<file path="src/rtl/ram_arb_pkg.sv">
// Shared types for the RAM arbiter: FSM states, RAM select encodings and the
// address-region decode that picks instruction RAM versus data RAM.
package ram_arb_pkg;

    typedef enum logic [1:0] {
        S_IDLE    = 2'd0,
        S_WR      = 2'd1,
        S_RD      = 2'd2,
        S_RD_DATA = 2'd3
    } state_e;

    // Per-RAM select code: {rd_sel, wr_sel}
    localparam logic [1:0] SEL_CPU    = 2'b00;
    localparam logic [1:0] SEL_EXT_WR = 2'b01;
    localparam logic [1:0] SEL_EXT_RD = 2'b10;

    // Callers zero-extend to 64 bits so one decode serves any XLEN up to 64.
    function automatic logic in_dram(input logic [63:0] addr, input logic [63:0] base);
        return addr >= base;
    endfunction

endpackage

</file>
<file path="src/rtl/ram_arb_starve_cnt.sv">
// Saturating wait counter for the external requester; flags starvation once
// the requester has waited MAX idle cycles. Used only under RAM_ARB_STARVE_EN.
module ram_arb_starve_cnt #(
    parameter int MAX = 8
) (
    input  logic clk,
    input  logic rst,
    input  logic inc,
    input  logic clr,
    output logic starved
);

    localparam int W = $clog2(MAX + 1);

    logic [W-1:0] cnt;

    always_ff @(posedge clk) begin
        if (rst || clr) begin
            cnt <= '0;
        end else if (inc && (cnt != W'(MAX))) begin
            cnt <= cnt + 1'b1;
        end
    end

    assign starved = (cnt == W'(MAX));

endmodule

</file>
<file path="src/rtl/ram_arbiter.sv">
// Arbitrates instruction/data RAM between the CPU and one external requester.
// Optional starvation guard enabled by defining RAM_ARB_STARVE_EN.
module ram_arbiter
    import ram_arb_pkg::*;
#(
    parameter int              XLEN       = 32,
    parameter logic [XLEN-1:0] DRAM_BASE  = 32'h0001_0000,
    parameter int              STARVE_MAX = 8
) (
    input  logic            clk_i,
    input  logic            rst_i,
    input  logic            cpu_iram_busy_i,
    input  logic            cpu_dram_busy_i,
    output logic            cpu_stall_o,
    input  logic            ext_req_i,
    input  logic            ext_we_i,
    input  logic [XLEN-1:0] ext_addr_i,
    input  logic [XLEN-1:0] ext_wdata_i,
    input  logic [3:0]      ext_byte_en_i,
    output logic            ext_gnt_o,
    output logic            ext_rvalid_o,
    output logic [XLEN-1:0] ext_rdata_o,
    input  logic [7:0]      iram_rdata_b_i,
    input  logic [7:0]      dram_rdata_b_i,
    input  logic [XLEN-1:0] dram_rdata_a_i,
    output logic            iram_rd_sel_o,
    output logic            iram_wr_sel_o,
    output logic            dram_rd_sel_o,
    output logic            dram_wr_sel_o,
    output logic [XLEN-1:0] ext_addr_o,
    output logic [XLEN-1:0] ext_wdata_o,
    output logic [3:0]      ext_byte_en_o,
    output logic            ext_wr_en_o
);

    if (STARVE_MAX < 1) begin : g_bad_starve_max
        $error("STARVE_MAX must be at least 1");
    end

    state_e     state, state_next;
    logic       req_dram, tgt_dram_q, tgt_busy, starved, grant, force_stall;
    logic [1:0] iram_sel, dram_sel;
    logic [XLEN-1:0] rdata_next;

    // Handshake: ext_req_i is held until ext_gnt_o pulses for one cycle; that
    // pulse consumes the request, and the access then completes unconditionally.
    assign req_dram    = in_dram(64'(ext_addr_i), 64'(DRAM_BASE));
    assign tgt_busy    = req_dram ? cpu_dram_busy_i : cpu_iram_busy_i;
    assign grant       = (state == S_IDLE) && ext_req_i && (!tgt_busy || starved);
    assign force_stall = (state == S_IDLE) && ext_req_i && starved;

`ifdef RAM_ARB_STARVE_EN
    ram_arb_starve_cnt #(.MAX(STARVE_MAX)) u_starve (
        .clk     (clk_i),
        .rst     (rst_i),
        .inc     ((state == S_IDLE) && ext_req_i && !grant),
        .clr     (grant),
        .starved (starved)
    );
`else
    assign starved = 1'b0;
`endif

    always_ff @(posedge clk_i) begin
        if (rst_i) begin
            state         <= S_IDLE;
            tgt_dram_q    <= 1'b0;
            ext_gnt_o     <= 1'b0;
            ext_rvalid_o  <= 1'b0;
            ext_rdata_o   <= '0;
            ext_addr_o    <= '0;
            ext_wdata_o   <= '0;
            ext_byte_en_o <= 4'b0000;
        end else begin
            state        <= state_next;
            ext_gnt_o    <= grant;
            ext_rvalid_o <= (state == S_RD_DATA);
            if (grant) begin
                tgt_dram_q    <= req_dram;
                ext_addr_o    <= ext_addr_i;
                ext_wdata_o   <= ext_wdata_i;
                ext_byte_en_o <= ext_byte_en_i;
            end
            if (state == S_RD_DATA) begin
                ext_rdata_o <= rdata_next;
            end
        end
    end

    // Full word only for an aligned data RAM read; everything else is one byte lane.
    always_comb begin
        rdata_next = {{(XLEN-8){1'b0}}, iram_rdata_b_i};
        if (tgt_dram_q) begin
            if (ext_addr_o[1:0] == 2'b00) begin
                rdata_next = dram_rdata_a_i;
            end else begin
                rdata_next = {{(XLEN-8){1'b0}}, dram_rdata_b_i};
            end
        end
    end

    always_comb begin
        state_next = state;
        case (state)
            S_IDLE:    if (grant) state_next = ext_we_i ? S_WR : S_RD;
            S_WR:      state_next = S_IDLE;
            S_RD:      state_next = S_RD_DATA;
            S_RD_DATA: state_next = S_IDLE;
            default:   state_next = S_IDLE;
        endcase
    end

    always_comb begin
        iram_sel    = SEL_CPU;
        dram_sel    = SEL_CPU;
        ext_wr_en_o = 1'b0;
        case (state)
            S_WR: begin
                ext_wr_en_o = 1'b1;
                if (tgt_dram_q) dram_sel = SEL_EXT_WR;
                else            iram_sel = SEL_EXT_WR;
            end
            S_RD, S_RD_DATA: begin
                if (tgt_dram_q) dram_sel = SEL_EXT_RD;
                else            iram_sel = SEL_EXT_RD;
            end
            default: ;
        endcase
    end

    assign iram_rd_sel_o = iram_sel[1];
    assign iram_wr_sel_o = iram_sel[0];
    assign dram_rd_sel_o = dram_sel[1];
    assign dram_wr_sel_o = dram_sel[0];
    assign cpu_stall_o   = (state != S_IDLE) || force_stall;

endmodule

</file>
<file path="config.mk">
export PLATFORM = sky130hd
export DESIGN_NAME = ram_arbiter
export DESIGN_NICKNAME = d
export VERILOG_FILES = /design/src/rtl/ram_arb_pkg.sv /design/src/rtl/ram_arb_starve_cnt.sv /design/src/rtl/ram_arbiter.sv
export SDC_FILE = /design/constraint.sdc
export NUM_CORES = 1
export LEC_CHECK = 0
export CORE_ASPECT_RATIO = 0.7
export CORE_MARGIN = 3
export CORE_UTILIZATION = 47
export CTS_CLUSTER_SIZE = 10
export DETAILED_ROUTE_END_ITERATION = 10
export PLACE_DENSITY = 0.84
export SYNTH_ARGS = -nofsm -noshare
export SYNTH_HDL_FRONTEND = slang
export SYNTH_SLANG_ARGS = --single-unit
</file>
<file path="constraint.sdc">
create_clock -name clk_i -period 3.9 [get_ports clk_i]
set_input_delay 0.585 -clock clk_i [delete_from_list [all_inputs] [get_ports clk_i]]
set_output_delay 0.585 -clock clk_i [all_outputs]
set_load 0.01 [all_outputs]
</file>
# Yosys cells after proc, flatten, opt, wreduce, memory -nomap -nowiden
# Cells that the tools add are included.
[totals]
reg_bits = 105
out_inout_bits = 108
wordCells = 34
in_bits = 122
[classes]
n_lt_le_gt_ge = 1
eq_ne = 4
reduce_logical = 8
mux = 13
[op_table]
columns = ["operator", "n"]
rows = [
  ["2-to-1 mux 32 bit", 2],
  [">= comparator 32 x 17 -> 1 bit, second input constant", 1],
  ["2-to-1 mux 2 bit", 4],
  ["one-hot mux 2 bit (2 select lines)", 2],
  ["one-hot mux 2 bit (3 select lines)", 1],
  ["equality test 2 bit, second input constant", 2],
  ["zero test 2 bit", 2],
  ["2-to-1 mux 1 bit", 4],
  ["OR reduction 2 bit", 2],
  ["equality test 2 x 1 -> 1 bit, second input constant", 1],
  ["logical AND 1 bit", 2],
  ["!= test 2 bit, second input constant", 1],
  ["nonzero test 2 bit", 1],
  ["zero test 1 bit", 1],
]

# Longest topological paths before layout
[depth]
ltp_word = 6
depth_mapped = 7

# Worst setup path after synthesis
# No wires, ideal clock.
[synth_timing]
path_type = "input to register"
from = "input ext_addr_i[26]"
to = "register ext_wdata_o[10]"
n_path_buf = 3
path_stages = 7
required_time_ps = 3766
path_slack_ps = 1864
arrival_ps = 1902
cell_sequence = "nor4_1 -> and4_1 -> buf_4 -> buf_6 -> buf_6 -> nor3_1 -> or4_1"
[synth_between]
elab_chain_cells = 4
[synth_lines]
columns = ["item", "line", "source"]
rows = [
  ["start, declared", "ram_arbiter.sv:17", "input logic [XLEN-1:0] ext_addr_i,"],
  [">= comparator 32 x 17 -> 1 bit", "ram_arb_pkg.sv:19", "return addr >= base;"],
  ["2-to-1 mux 1 bit", "ram_arbiter.sv:48", "assign tgt_busy = req_dram ? cpu_dram_busy_i : cpu_iram_busy_i;"],
  ["zero test 1 bit", "ram_arbiter.sv:49", "assign grant = (state == S_IDLE) && ext_req_i && (!tgt_busy || starved);"],
  ["logical AND 1 bit", "ram_arbiter.sv:49", ""],
  ["end signal, assigned", "ram_arbiter.sv:81", "ext_wdata_o <= ext_wdata_i;"],
  ["end, declared", "ram_arbiter.sv:31", "output logic [XLEN-1:0] ext_wdata_o,"],
]
# No other way between the ends.
# A chain may end at the register's enable or synchronous reset.

# Worst setup path in the final report
[layout_timing]
from = "input ext_addr_i[31]"
to = "register ext_wdata_o[11]"
# Same word-level chain as after synthesis.

==> impl_metrics.csv <==
group,metric,value,unit
routing,drt_first_pass_iters,4,
clocking,h-tree-depth,3,
worst_setup_path,reg2reg_to,"ext_wdata_o[2]",
finish,diodes,0,
logic_synthesis,postSynth.asyncResetShare,0,%
sta,rsz0062_at_grt,"false",
worst_setup_path,setup.worst_path.end,"ext_wdata_o[11]",
logic_synthesis,synth_nets,842,
worst_setup_path,crit_arrival,2.94,ns
floorplanning,core_area,11810,µm²
pwr,vdd_ir_drop_max,296.9,µV
sta,finalCritPeriodShare,69.68,%
logic_synthesis,avgSynthCellArea,7.971,µm²
worst_setup_path,rr_worst_depth,5,
routing,via_per_inst,5.860,
finish,syn_to_final_growth,43.69,%
logic_synthesis,synth_edf_count,0,
clocking,ctsResizeCount,0,
logic_synthesis,netlist_area,5739,µm²
clocking,cts_tree,"built",
sta,worst_slew_pin_slew,1.042,ns
floorplanning,die_h,98.46,µm
worst_setup_path,critPathKind,"input port to flip-flop",
routing,drt-wirelength-per-cell,17.50,µm
place,io_buffer_count,229,
clocking,path_clk_slew,0.07,ns
sta,setup_viol,0,
sta,setup_ws,1.182,ns
sta,finalSetupTns,0,ns
worst_setup_path,critPathLaunchType,"input port",
clocking,post_cts_buffers,0,
floorplanning,dieArea,13590,µm²
logic_synthesis,yosysTopAreaCellShare,36.63,%
routing,drt_iter0_markers,462,
finish,final_nets,1011,
logic_synthesis,seq_area_frac_synth,36.63,%
grt,grt_pass1_vias,5877,
clocking,numCtsBuffers,9,
place,dp_slack,0.8922,ns
logic_synthesis,syn_inst,720,
logic_synthesis,yosysUniqueCellTypes,30,
routing,dr_total_vias,6159,
sta,skew,0.006740,ns
clocking,cts_sinks,105,
logic_synthesis,synth_ff_type,"dfxtp_1",
floorplanning,rows,33,
grt,grt_start_max_net_pins,140,
logic_synthesis,yosysWarnings,0,
sta,finalHoldViolations,0,
pwr,power_leakage,3.007,nW
sta,fin_crit,2.718,ns
place,dpl.hpwl,12.46,mm
logic_synthesis,synth.most_common_cell,"nor3_1",
sta,fmaxAchievable,368.0,MHz
clocking,clkLatencyLatePin,0.34,ns
run,maxCapViolCount,0,
logic_synthesis,ys_ff_latch,105,
routing,drtAntennaViolNets,0,
clocking,cts_buffer_depth,2,
grt,globalRouteTotalUtil,26.20,%
clocking,hold_buffers,0,
worst_setup_path,worstReg2RegStart,"state[1]",
pwr,p_per_area,319.7,nW/µm²
sta,final_max_slew_viol_count,0,
sta,relSlewSlack,30.31,%
floorplanning,die_w,138.1,µm
logic_synthesis,synthTopCellsByCount,"nor3_1 (208), dfxtp_1 (105), nand2b_1 (104), or4_1 (52)",
grt,overflow,0,
worst_setup_path,reg2reg_slack,1.49,ns
logic_synthesis,yosys-top-cells-area,"dfxtp_1 (37%), nor3_1 (18%), nand2b_1 (11%)",
worst_setup_path,cp-startpoint,"ext_addr_i[31]",
routing,wl,18.40,mm
routing,drc,0,
place,globalplace.congestion,0.9298,
worst_setup_path,crit_fanout,29,
finish,drive_gt1_share,3.691,%
grt,antenna_found_initial,0,
worst_setup_path,end_kind,"flip-flop",
floorplanning,initial_core_util,48.60,%
logic_synthesis,yosys.area.top_type,"dfxtp_1",
worst_setup_path,cp.required,4.12,ns
worst_hold_path,hold_path.class,"flip-flop to flip-flop",
clocking,cts_root_buf,"clkbuf_16",
outcome,status,"finished, final reports clean",
grt,grt_pass1_wl,29.99,mm
floorplanning,ios,230,
[cell families after synthesis]
logic type	after synthesis	share of synthesized area [%]
muxes	8	1.395
DFF	105	36.63
and+or+nand+nor	450	45.11
buffers and inverters	80	7.674
AOI/OAI and AO/OA	77	9.200
[where the power goes]
part | internal (mW) | leakage (nW) | switching [mW]
Combinational | 0.259 | 1.99 | 0.215
Sequential | 1.11 | 0.854 | 0.0323
Clock | 0.578 | 0.164 | 0.439
Total | 1.95 | 3.01 | 0.686
[worst max-delay path, cell delays in order]
cell and delay (ns):
clkdlybuf4s50_1 0.43, nor4_1 0.52, and4_4 0.44, buf_4 0.34, nor3_1 0.10, or4_1 0.50
[through the flow]
step                      cell area, µm²  instances  power, mW  utilization (%)  hold slack, ns
final                               8247       1051      2.636            69.83          0.4770
after floorplan                     5739        720      1.384                -          0.5110
after detailed placement            7913       1035      1.640            67.01          0.4598
after global placement              7913       1035      1.629            67.01          0.4555
after global routing                8247       1051      2.728            69.83          0.5024
after CTS                           8247       1051      2.649            69.83          0.4815
[flip-flops by register name, summed over array words and instances, names as in the netlist]
name and count:
ext_addr_o 32, ext_byte_en_o 4, ext_gnt_o 1, ext_rdata_o 32
ext_rvalid_o 1, ext_wdata_o 32, state 2, tgt_dram_q 1
[worst min-delay path by stage]
stage	start	endpoint	slack [ns]	cells after the start
5_1_grt	ext_rdata_o[26]	ext_rdata_o[26]	0.50	1
3_5_place_dp	ext_rdata_o[21]	ext_rdata_o[21]	0.46	1
4_1_cts	ext_rdata_o[24]	ext_rdata_o[24]	0.48	1
3_3_place_gp	ext_rdata_o[28]	ext_rdata_o[28]	0.46	1
2_1_floorplan	ext_rdata_o[10]	ext_rdata_o[10]	0.51	1
6_report	ext_rdata_o[30]	ext_rdata_o[30]	0.48	1
[area by class of cell]
cell class	instances	area (µm²)
Fill cell	925	3562
Multi-Input combinational cell	535	3219
Timing Repair Buffer	238	2395
Sequential cell	105	2102
Clock buffer	9	225.2
Tap cell	157	196.4
Clock inverter	7	108.9
[metal layers]
metal / vias up / routed length, µm / GRT usage [%]
met1: 2892 / 7788 / 35.81
met2: 295 / 8723 / 43.29
met5: - / 0 / 0
li1: 2948 / - / -
met3: 24 / 1623 / 5.529
met4: 0 / 261 / 5.543
[placed cells by master (no fill, tap or decap), types with 3 or more instances in the layout]
cell,n
mux2i_1,8
nand2b_1,104
nor3b_1,16
nand4_1,3
a22o_1,32
nand2_1,20
clkdlybuf4s50_1,228
dfxtp_1,105
nor2_1,11
nor4_1,4
or4_1,52
clkbuf_16,9
buf_12,3
buf_4,7
nor3_1,208
nor2b_1,19
a31oi_1,16
o21ai_1,16
a21oi_1,11
(Power assumes the default switching activity.)
